**config.mk**
```make
export PLATFORM = sky130hd
export DESIGN_NAME = gpc_popcount_sched
export DESIGN_NICKNAME = d
export VERILOG_FILES = /design/src/rtl/gpc_popcount_sched.sv
export SDC_FILE = /design/constraint.sdc
export NUM_CORES = 1
export LEC_CHECK = 0
export CAP_MARGIN = 40
export CELL_PAD_IN_SITES_DETAIL_PLACEMENT = 2
export CELL_PAD_IN_SITES_GLOBAL_PLACEMENT = 2
export CORE_UTILIZATION = 31
export DETAILED_ROUTE_END_ITERATION = 10
export PLACE_DENSITY_LB_ADDON = 0.1
export SYNTH_ARGS = -nofsm -noshare
export SYNTH_HDL_FRONTEND = slang
export SYNTH_SLANG_ARGS = --single-unit
```
**constraint.sdc**
```tcl
create_clock -name clk -period 6.1 [get_ports clk]
set_clock_uncertainty 0.2 [all_clocks]
set_input_delay 0.61 -clock clk [delete_from_list [all_inputs] [get_ports clk]]
set_output_delay 0.61 -clock clk [all_outputs]
set_load 0.02 [all_outputs]
```
**src/rtl/gpc_popcount_sched.sv**
```systemverilog
// rtl/gpc_popcount_sched.sv - sequential popcount engine sharing one gpc6_3 counter across 6-bit chunks
// Operand is latched on acceptance and reduced one chunk per cycle into a registered count.

module gpc6_3 (
    input  logic [5:0] src0,
    output logic [2:0] dst
);
    always_comb begin
        dst = 3'd0;
        for (int i = 0; i < 6; i++) begin
            dst = dst + {2'b00, src0[i]};
        end
    end
endmodule

module gpc_popcount_sched #(
    parameter int WIDTH = 24
) (
    input  logic                       clk,
    input  logic                       rst,
    input  logic                       in_valid,
    output logic                       in_ready,
    input  logic [WIDTH-1:0]           in_data,
    output logic                       out_valid,
    input  logic                       out_ready,
    output logic [$clog2(WIDTH+1)-1:0] out_count,
    output logic                       busy
);
    localparam int NCHUNK = (WIDTH + 5) / 6;
    localparam int SUMW   = $clog2(WIDTH + 1);
    localparam int IDXW   = (NCHUNK > 1) ? $clog2(NCHUNK) : 1;
    localparam int PADW   = NCHUNK * 6;

    typedef enum logic [1:0] {
        IDLE = 2'd0,
        RUN  = 2'd1,
        DONE = 2'd2
    } state_t;

    state_t            state_q, state_d;
    logic [WIDTH-1:0]  op_q, op_d;
    logic [SUMW-1:0]   acc_q, acc_d;
    logic [IDXW-1:0]   idx_q, idx_d;

    logic [PADW-1:0]   op_pad;
    logic [5:0]        chunk;
    logic [2:0]        chunk_sum;

    // Upper bits of the last chunk read as zero when WIDTH is not a multiple of 6.
    always_comb begin
        op_pad             = '0;
        op_pad[WIDTH-1:0]  = op_q;
        chunk              = 6'd0;
        for (int k = 0; k < NCHUNK; k++) begin
            if (idx_q == IDXW'(k)) begin
                chunk = op_pad[k*6 +: 6];
            end
        end
    end

    gpc6_3 u_gpc (
        .src0 (chunk),
        .dst  (chunk_sum)
    );

    always_ff @(posedge clk) begin
        if (rst) begin
            state_q <= IDLE;
            op_q    <= '0;
            acc_q   <= '0;
            idx_q   <= '0;
        end else begin
            state_q <= state_d;
            op_q    <= op_d;
            acc_q   <= acc_d;
            idx_q   <= idx_d;
        end
    end

    always_comb begin
        state_d   = state_q;
        op_d      = op_q;
        acc_d     = acc_q;
        idx_d     = idx_q;
        in_ready  = 1'b0;
        out_valid = 1'b0;
        busy      = 1'b1;
        unique case (state_q)
            IDLE: begin
                in_ready = 1'b1;
                busy     = 1'b0;
                if (in_valid) begin
                    op_d    = in_data;
                    acc_d   = '0;
                    idx_d   = '0;
                    state_d = RUN;
                end
            end
            RUN: begin
                acc_d = acc_q + SUMW'(chunk_sum);
                if (idx_q == IDXW'(NCHUNK - 1)) begin
                    state_d = DONE;
                end else begin
                    idx_d = idx_q + IDXW'(1);
                end
            end
            DONE: begin
                out_valid = 1'b1;
                if (out_ready) begin
                    state_d = IDLE;
                end
            end
            default: begin
                state_d = IDLE;
            end
        endcase
    end

    assign out_count = acc_q;
endmodule

```
==> run_results.csv <==
group,metric,value,unit
synthesis,synth_fa_ha_area_share,11.3,%
power,p_seq_share,45.1,%
global_routing,grt_pass1_vias,1769,
power,switching_share,29.6,%
synthesis,ys_async_sr_fraction,0,%
finish,finalInstanceArea,2180,sq um
job,maxCapViolCount,0,
floorplanning,core,5200,sq um
power,comb_power_share,21.7,%
drt,drt_iter0_drc,20,
power,power.internal,0.375,mW
clock_tree,clk_path_buf_depth,2,
synthesis,synth_compound_area_share,18.6,%
floorplanning,die_y,76.1,um
clock_tree,cts.sinks,33,
synthesis,yosys.area.top_type,"dfxtp_1",
power,power_frac_clock,33.2,%
power,ir_drop,0.124,mV
timing,fmax,218,MHz
setup_path,start_kind,"register",
setup_path,cp.required,6.07,ns
synthesis,syn_area,1700,sq um
timing,worst_pin_slew,0.591,ns
clock_tree,htree_levels,2,
synthesis,yosys-top-cells-area,"dfxtp_1 (39%), nand2_1 (12%), a21oi_1 (12%)",
synthesis,synth_top_family_by_area,"simple AND/OR/NAND/NOR gates",
setup_path,critical_path.top_delay_family,"adder cells",
synthesis,synth_common_cells,"nand2_1 (56), a21oi_1 (41), dfxtp_1 (33)",
synthesis,postSynthAreaPerCell,8.00,sq um
setup_path,cp_max_fo,12,
setup_path,arrival,4.56,ns
timing,finalMaxSlewViolations,0,
synthesis,synthesis.nets,254,
global_routing,antenna_found_initial,0,
drt,wl_per_cell,15.4,um
timing,fin_crit,4.59,ns
setup_path,critPathBufInv,3,
clock_tree,ctsHoldBuffers,0,
power,power_density,244,nW/um^2
setup_path,crit_path_cell_trace,"inv_1, ha_1, a21oi_1, o21ai_0, a22o_1, ha_1, inv_1, fa_1, fa_1, fa_1, inv_1, ha_1, a211oi_1, nor3_1, mux2_2",
floorplanning,num_rows,26,
global_routing,grtUsageTotal,18.9,%
setup_path,max_stage_delay,0.59,ns
finish,final_cells,316,
synthesis,synth_top_area_share,38.8,%
place,io_buffers,35,
global_routing,grt_pass1_wl,8620,um
drt,vias,1567,
clock_tree,cts_setup_buffers,0,
synthesis,synthesis.instances,213,
clock_tree,cts_tree,"done",
setup_path,crit_type,"register to register",
timing,period_share,75.2,%
place,hpwl,3700,um
drt,drc,0,
timing,relSlewSlack,60.5,%
synthesis,yosysSeqAreaShare,38.8,%
clock_tree,clk_pin_slew,0.07,ns
timing,finalHoldViolations,0,
power,power_switching,0.157,mW
floorplanning,fp.dieW,76.1,um
floorplanning,die_area,5800,sq um
finish,fin_nets,286,
finish,diodes,0,
clock_tree,cts-root-buf,"clkbuf_8",
finish,drive_gt1_share,6.91,%
power,p_leak,0.817,nW
place,place_area,2080,sq um
drt,postRouteAntennaNets,0,
drt,viasPerCell,4.96,
floorplanning,start_util,32.7,%
synthesis,synth-edff-count,0,
global_routing,grt_overflow,0,
clock_tree,clkLatencyLatePin,0.29,ns
synthesis,synthMuxAreaShare,1.32,%
place,dp.cells,308,
global_routing,grt_max_degree,37,
synthesis,ys_ff_latch,33,
setup_path,crit_path_end_kind,"register",
timing,fin_hold_ws,0.266,ns
worst_hold_path,hold_path.class,"register to register",
timing,rsz0062_at_grt,"no",
synthesis,synth_ff_type,"dfxtp_1",
setup_path,r2r_setup_slack,1.51,ns
power,finalPower,0.532,mW
synthesis,yosys_warnings,0,
synthesis,yosys.area_share.xor_xnor,0.514,%
place,place_congestion,0.843,
drt,wl,4880,um
synthesis,synth_simple_gate_area_share,21.2,%
timing,finalSetupViolCount,0,
synthesis,post-synth-top-count-cell,"nand2_1",
clock_tree,cts_made_buffers,5,
finish,synthToLayoutAreaGrowth,28.0,%
clock_tree,cts.repair.resized,0,
floorplanning,pin_count,36,
synthesis,yosysUniqueCellTypes,31,
run_status,outcome,"finished clean",
drt,dr.pass1.iters,3,
setup_path,cp_slowest_cell,"fa_1",
timing,fin_tns_setup,0,ns
## path summary, 6_finish.rpt
kind / start / cells past startpoint / endpoint
min: op_pad[3]$_SDFFE_PP0P_ / 2 / op_pad[3]$_SDFFE_PP0P_
max reg2reg: idx_q[0]$_SDFFE_PP0P_ / 15 / out_count[3]$_SDFFE_PP0P_
max: idx_q[0]$_SDFFE_PP0P_ / 15 / out_count[3]$_SDFFE_PP0P_
min reg2reg: op_pad[3]$_SDFFE_PP0P_ / 2 / op_pad[3]$_SDFFE_PP0P_
## power groups by stage
stage / Sequential, mW / Clock, mW / Combinational [mW]
CTS: 0.240 / 0.183 / 0.119
finish: 0.240 / 0.177 / 0.116
global placement: 0.244 / 0 / 0.108
floorplan: 0.243 / 0 / 0.0717
detailed placement: 0.245 / 0 / 0.117
global route: 0.242 / 0.191 / 0.132
## logic make-up (layout without fill, tap and decap cells)
family	after synthesis	after routing
AOI/OAI and AO/OA	57	57
xor gates and xnor gates	1	1
adders and majority gates	13	13
buffers and inverters	29	62
DFF	33	33
muxes	2	2
and+or+nand+nor	78	78
## metrics by stage
step	utilization [%]	setup slack, ns
floorplan	-	1.95
global placement	39.8	1.82
detailed placement	40.0	1.50
CTS	41.9	1.47
global route	41.9	1.22
finish	41.9	1.51
## cell usage in the layout (no fill, tap or decap), types with 2 or more instances in the layout
master and n:
a21oi_1 41, a22o_1 2, a22oi_1 5, clkbuf_8 6, clkdlybuf4s50_1 35, dfxtp_1 33, fa_1 4, ha_1 9
inv_1 17, mux2_2 2, nand2_1 56, nand2b_1 2, nand3_1 4, nor2_1 4, nor2b_1 2, nor3b_1 2
o21ai_0 6
## state kept, by name, summed over array words and instances, names as in the netlist
register	flops
idx_q	2
op_pad	24
out_count	5
state_q	2
## tightest hold or removal path: stages (launching register included)
cell and delay, ns:
dfxtp_1 0.31, nand2_1 0.05, a21oi_1 0.05
## layout make-up
class | count | area, sq um
clock buffer | 6 | 82.6
clock inverter | 2 | 13.8
fill | 602 | 3020
inverter | 17 | 63.8
multi-input combinational | 151 | 903
sequential | 33 | 661
tap | 70 | 87.6
timing repair buffer | 37 | 369
## metal layers
metal  up-vias  part of all wire (%)  track usage, %
met1       763                    44            21.8
li1        769                     -               -
met3         8                   2.8            4.19
met4         0                   1.1            5.77
met2        27                    52            34.5
met5         -                     0               0
(Power assumes the default switching activity.)
